==> src/rtl/shift_unit_pipe.sv <==
// shift_unit_pipe: two-stage pipelined ARM-style barrel shifter (LSL/LSR/ASR/ROR)
// with carry-out and valid/ready handshakes on both sides.
// Optional build macro: SHIFTER_RRX_EN (ROR by zero performs RRX).
module shift_unit_pipe #(
    parameter int WIDTH = 32,
    parameter int AMTW  = 8
) (
    input  logic             clk,
    input  logic             reset,
    input  logic             in_valid,
    output logic             in_ready,
    input  logic [WIDTH-1:0] in_data,
    input  logic [AMTW-1:0]  in_amt,
    input  logic [1:0]       in_op,
    input  logic             in_cin,
    output logic             out_valid,
    input  logic             out_ready,
    output logic [WIDTH-1:0] out_data,
    output logic             out_cout
);

    localparam int LOGW = $clog2(WIDTH);
    localparam int LO_W = (LOGW + 1) / 2;
    localparam int HI_W = LOGW - LO_W;
    localparam logic [AMTW-1:0] W_AMT = AMTW'(WIDTH);

    localparam logic [1:0] OP_LSL = 2'b00;
    localparam logic [1:0] OP_LSR = 2'b01;
    localparam logic [1:0] OP_ASR = 2'b10;
    localparam logic [1:0] OP_ROR = 2'b11;

    typedef enum logic [1:0] {CLS_ZERO, CLS_LT, CLS_EQ, CLS_GT} cls_t;

    // Left shift; returns {carry, data}, carry is the last bit shifted out.
    function automatic logic [WIDTH:0] f_shl(input logic [WIDTH-1:0] d,
                                             input logic [LOGW-1:0] k,
                                             input logic c);
        logic [WIDTH:0] t;
        t = {1'b0, d} << k;
        return (k == '0) ? {c, d} : t;
    endfunction

    // Right shift (logical or arithmetic); returns {carry, data}.
    function automatic logic [WIDTH:0] f_shr(input logic [WIDTH-1:0] d,
                                             input logic [LOGW-1:0] k,
                                             input logic c,
                                             input logic arith);
        logic        [WIDTH:0] u;
        logic signed [WIDTH:0] s;
        u = {d, 1'b0} >> k;
        s = $signed({d, 1'b0}) >>> k;
        if (arith) u = s;
        return (k == '0) ? {c, d} : {u[0], u[WIDTH:1]};
    endfunction

    // Rotate right by k (k < WIDTH).
    function automatic logic [WIDTH-1:0] f_ror(input logic [WIDTH-1:0] d,
                                               input logic [LOGW-1:0] k);
        logic [2*WIDTH-1:0] t;
        t = {d, d} >> k;
        return t[WIDTH-1:0];
    endfunction

    logic             adv;
    logic             vld_p1, vld_p2;
    logic [WIDTH-1:0] data_p1, data_p2;
    logic             carry_p1, cout_p2;
    logic [HI_W-1:0]  hi_p1;
    logic [1:0]       op_p1;
    cls_t             cls_p1;

    cls_t             cls_in;
    logic [LOGW-1:0]  k1, k2;
    logic [WIDTH:0]   s1_nxt, s2_res;
    logic [WIDTH-1:0] rot2;
    logic             byp2;

    assign adv       = !vld_p2 || out_ready;
    assign in_ready  = adv;
    assign out_valid = vld_p2;
    assign out_data  = data_p2;
    assign out_cout  = cout_p2;

    // ---- stage 1: classify amount, apply low amount bits, resolve special cases ----
    assign k1 = LOGW'(in_amt[LO_W-1:0]);

    // Classify the shift amount relative to the data width.
    always_comb begin
        if (in_amt == '0)        cls_in = CLS_ZERO;
        else if (in_amt < W_AMT) cls_in = CLS_LT;
        else if (in_amt == W_AMT) cls_in = CLS_EQ;
        else                     cls_in = CLS_GT;
    end

    // Stage-1 result: partial shift for in-range amounts, final value otherwise.
    always_comb begin
        s1_nxt = {in_cin, in_data};
        case (in_op)
            OP_LSL: begin
                case (cls_in)
                    CLS_ZERO: s1_nxt = {in_cin, in_data};
                    CLS_LT:   s1_nxt = f_shl(in_data, k1, in_cin);
                    CLS_EQ:   s1_nxt = {in_data[0], {WIDTH{1'b0}}};
                    default:  s1_nxt = '0;
                endcase
            end
            OP_LSR: begin
                case (cls_in)
                    CLS_ZERO: s1_nxt = {in_cin, in_data};
                    CLS_LT:   s1_nxt = f_shr(in_data, k1, in_cin, 1'b0);
                    CLS_EQ:   s1_nxt = {in_data[WIDTH-1], {WIDTH{1'b0}}};
                    default:  s1_nxt = '0;
                endcase
            end
            OP_ASR: begin
                case (cls_in)
                    CLS_ZERO: s1_nxt = {in_cin, in_data};
                    CLS_LT:   s1_nxt = f_shr(in_data, k1, in_cin, 1'b1);
                    default:  s1_nxt = {(WIDTH+1){in_data[WIDTH-1]}};
                endcase
            end
            default: begin
                // Rotation uses the amount modulo WIDTH; carry is taken from the final result.
                if (cls_in == CLS_ZERO) begin
`ifdef SHIFTER_RRX_EN
                    s1_nxt = {in_data[0], in_cin, in_data[WIDTH-1:1]};
`else
                    s1_nxt = {in_cin, in_data};
`endif
                end else begin
                    s1_nxt = {1'b0, f_ror(in_data, k1)};
                end
            end
        endcase
    end

    // Stage-1 data registers; loaded only with real beats so idle data never goes X.
    always_ff @(posedge clk) begin
        if (adv && in_valid) begin
            data_p1  <= s1_nxt[WIDTH-1:0];
            carry_p1 <= s1_nxt[WIDTH];
            hi_p1    <= in_amt[LOGW-1:LO_W];
            op_p1    <= in_op;
            cls_p1   <= cls_in;
        end
    end

    // ---- stage 2: apply high amount bits or pass resolved special cases ----
    assign k2   = {hi_p1, {LO_W{1'b0}}};
    assign byp2 = (cls_p1 == CLS_ZERO) || ((op_p1 != OP_ROR) && (cls_p1 != CLS_LT));
    assign rot2 = f_ror(data_p1, k2);

    // Stage-2 result selection.
    always_comb begin
        s2_res = {carry_p1, data_p1};
        if (!byp2) begin
            case (op_p1)
                OP_LSL:  s2_res = f_shl(data_p1, k2, carry_p1);
                OP_LSR:  s2_res = f_shr(data_p1, k2, carry_p1, 1'b0);
                OP_ASR:  s2_res = f_shr(data_p1, k2, carry_p1, 1'b1);
                default: s2_res = {rot2[WIDTH-1], rot2};
            endcase
        end
    end

    // Valid pipeline and output register; everything holds while the output is stalled.
    always_ff @(posedge clk) begin
        if (reset) begin
            vld_p1  <= 1'b0;
            vld_p2  <= 1'b0;
            data_p2 <= '0;
            cout_p2 <= 1'b0;
        end else if (adv) begin
            vld_p1 <= in_valid;
            vld_p2 <= vld_p1;
            if (vld_p1) begin
                data_p2 <= s2_res[WIDTH-1:0];
                cout_p2 <= s2_res[WIDTH];
            end
        end
    end

endmodule

==> config.mk <==
export PLATFORM = sky130hd
export DESIGN_NAME = shift_unit_pipe
export DESIGN_NICKNAME = d
export VERILOG_FILES = /design/src/rtl/shift_unit_pipe.sv
export SDC_FILE = /design/constraint.sdc
export NUM_CORES = 1
export LEC_CHECK = 0
export CAP_MARGIN = 20
export CORE_ASPECT_RATIO = 1.1
export CORE_UTILIZATION = 45
export DETAILED_ROUTE_END_ITERATION = 10
export PLACE_DENSITY_LB_ADDON = 0.3
export SLEW_MARGIN = 20
export SYNTH_ARGS = -nofsm -noshare
export SYNTH_HDL_FRONTEND = slang
export SYNTH_SLANG_ARGS = --single-unit
==> constraint.sdc <==
create_clock -name clk -period 2.1 [get_ports clk]
set_input_delay 0.315 -clock clk [delete_from_list [all_inputs] [get_ports clk]]
set_output_delay 0.315 -clock clk [all_outputs]
set_load 0.02 [all_outputs]
==> reports/metrics.yaml <==
critPathArrivalTime_ps: 2180
die_height_um: 147
switching_share_pct: 34.0
max-vdd-ir-drop_mv: 0.421
yosysSeqAreaShare_pct: 21.8
hold_path_startpoint: "in_op[0]"
p_leak_uw: 0.00476
htreeDepth: 3
ios: 82
via_per_inst: 6.40
synthDistinctLibCells: 73
track_usage_pct: 33.6
grt_overflow: 0
r2r_end: "out_data[28]$_SDFFE_PP0P_"
clock_path_buffers: 2
clk_pin_slew_ps: 70
yosysTopAreaCell: "edfxtp_1"
wl_met1_um: 13100
rows: 52
fin_cells: 1587
internal-power_uw: 3830
synth-edff-count: 39
first_iter_violations: 1233
ant_nets: 0
violations: "negative setup slack"
die_area_sq_mm: 0.0196
worstHoldEndpoint: "op_p1[0]$_DFFE_PP_"
num-fill-cells: 1684
io_buffers: 81
sequential_cell_area_sq_mm: 0.00187
path_max_fanout: 6
final_util_pct: 64.3
finalWirelength_um: 33100
place.gp.congestion: 0.969
clk_latency_ps: 350
path_delay_family: "compound AO/OA/AOI/OAI gates"
setup_slack_ps: -0.925
clock-root-buffer: "clkbuf_16"
wl_per_cell_um: 20.9
finalHoldViolations: 0
worstHoldPathType: "input pin to register"
ys_ff_latch: 74
ctsHoldBuffers: 0
ys_async_sr_fraction_pct: 0
grt_start_max_net_pins: 60
placed_cells: 1560
drive_above_1_share_pct: 29.2
cts_buffers: 9
seqPwrFrac_pct: 31.2
cap_viol_max_count: 0
crit_path_start: "in_amt[3]"
routed.top_layer: "met4"
min_period_ps: 2100
p_clk_share_pct: 29.0
rsz0062_at_grt: "true"
grt_pass1_wl_um: 51700
synth_top_cell_area_share_pct: 13.7
core-area_sq_mm: 0.0185
yosysMostFrequentCell: "nor2_1"
ys_top_cells_by_count: "nor2_1 (151), a21oi_1 (114), nand2_1 (103)"
cts_tree: "done"
slew_viol_final: 0
worst_ep_required_time_ps: 2180
final_nets: 1386
fp.dieW_um: 134
syn-num-nets: 1145
r2r_slack_ps: 80
power_frac_comb_pct: 39.8
num_antenna_cells: 0
area_growth_pct: 39.0
met2_length_um: 16100
drt-pass1-iter-count: 6
hpwl_um: 25100
skew_ps: 15.1
initial_core_util_pct: 46.3
timing.fmax_mhz: 476
r2r_start: "hi_p1[0]$_DFFE_PP_"
relSlewSlack_pct: 47.4
syn_avg_cell_area_sq_um: 7.81
setup_violations: 1
met3_length_um: 2570
tightestPinTransition_ps: 779
p_switching_uw: 1970
cp-end-kind: "register"
synthCells: 1098
synthFlopType: "edfxtp_1"
path_class: "input pin to register"
p_per_area_mw_per_mm2: 486
cts.sinks: 74
syn_area_sq_mm: 0.00858
crit_buf_inv: 3
status: "complete, but fails checks"
crit_chain: "dlygate4sd2_1, or4_4, buf_6, o21ai_4, buf_4, o311ai_4, a211oi_2, o22ai_2"
antenna_found_initial: 0
route.vias.total: 10200
cp-start-kind: "input pin"
finalCritPeriodShare_pct: 100
yosys_warnings: 0
reg2reg_depth: 5
multiInputGateArea_sq_mm: 0.00628
first_global_vias: 9457
worstHoldPathCells: 2
netlist_top_cells_area: "edfxtp_1 (14%), mux4_2 (13%), dfxtp_1 (8.2%)"
slowest_stage: "or4_4"
drc: 0
critical_path.max_stage_delay_ps: 550
[through the flow]
stage                     power, uW  hold slack, ps  setup slack, ps  TNS (ps)  area [sq um]
after floorplan                3040             414             1.77         0          8580
after global placement         4030             439             -513    -13890         11300
after detailed placement       4050             445             -547    -14170         11300
after CTS                      5740             400             2.01         0         11800
after global routing           6050             431            -49.5     -93.3         11900
final                          5800             408           -0.925    -0.925         11900
[power groups by stage]
stage          registers, uW  logic [uW]  clock network [uW]
2_1_floorplan           1830        1210                   0
3_3_place_gp            1830        2200                   0
3_5_place_dp            1830        2220                   0
4_1_cts                 1800        2240                1700
5_1_grt                 1820        2470                1770
6_report                1810        2300                1680
[logic make-up (layout without fill, tap and decap cells)]
family                 Yosys count  after routing  synth area share, %
AOI/OAI and AO/OA              408            408                 31.1
buffers and inverters          132            378                 6.51
DFF                             74             74                 21.8
muxes                          120            120                 21.7
and+or+nand+nor                364            364                 18.9
[per-layer routing]
layer / up-vias / GRT usage, %
li1: 4672 / -
met1: 4777 / 43.2
met2: 595 / 56.9
met3: 106 / 3.80
met4: 0 / 14.1
met5: - / 0
[worst reg2reg max path, cell delays in order, from the launching register on]
cell	delay, ps
edfxtp_1	380
buf_12	220
buf_4	240
mux4_2	510
o211ai_1	400
a211oi_1	140
[worst max path at each step]
stage,to,slack [ps],cells after the start
finish,data_p1[4]$_DFFE_PP_,-0.9,8
global route,data_p1[4]$_DFFE_PP_,-50,8
CTS,data_p1[17]$_DFFE_PP_,2,9
detailed placement,data_p1[4]$_DFFE_PP_,-550,8
global placement,data_p1[3]$_DFFE_PP_,-510,8
floorplan,data_p1[23]$_DFFE_PP_,2,8
[flip-flops by register name, summed over array words and instances, names as in the netlist]
name       flops
hi_p1          2
vld_p1         1
carry_p1       1
op_p1          2
out_valid      1
out_data      32
out_cout       1
data_p1       32
cls_p1         2
[cells in the final DEF, fill, tap and decap left out, drive strengths merged, types with 20 or more instances in the layout]
| cell type | instances |
|---|---|
| buf | 271 |
| nor2 | 154 |
| a21oi | 116 |
| nand2 | 103 |
| o21ai | 93 |
| clkdlybuf4s50 | 65 |
| mux2i | 53 |
| mux4 | 51 |
| edfxtp | 39 |
| dfxtp | 35 |
| nor2b | 29 |
| a31oi | 28 |
| a211oi | 23 |
| nor3 | 22 |
| o211ai | 20 |
[final cells by class]
cell class	count	area share [%]
Timing Repair Buffer	349	25.8
Sequential cell	74	15.7
Clock buffer	12	2.33
Tap cell	243	2.55
Multi-Input combinational cell	892	52.7
Inverter	13	0.409
Clock inverter	4	0.472
[timing repair]
action | 4_1_cts | 5_1_grt
hold endpoints to repair | 0 | 0
pin swaps | 8 | 7
setup buffers | 1 | 8
cloned | 1 | 1
resized for setup | 24 | 27
setup endpoints to repair | 30 | 30
Note: power is estimated with default switching activity, not from simulation.
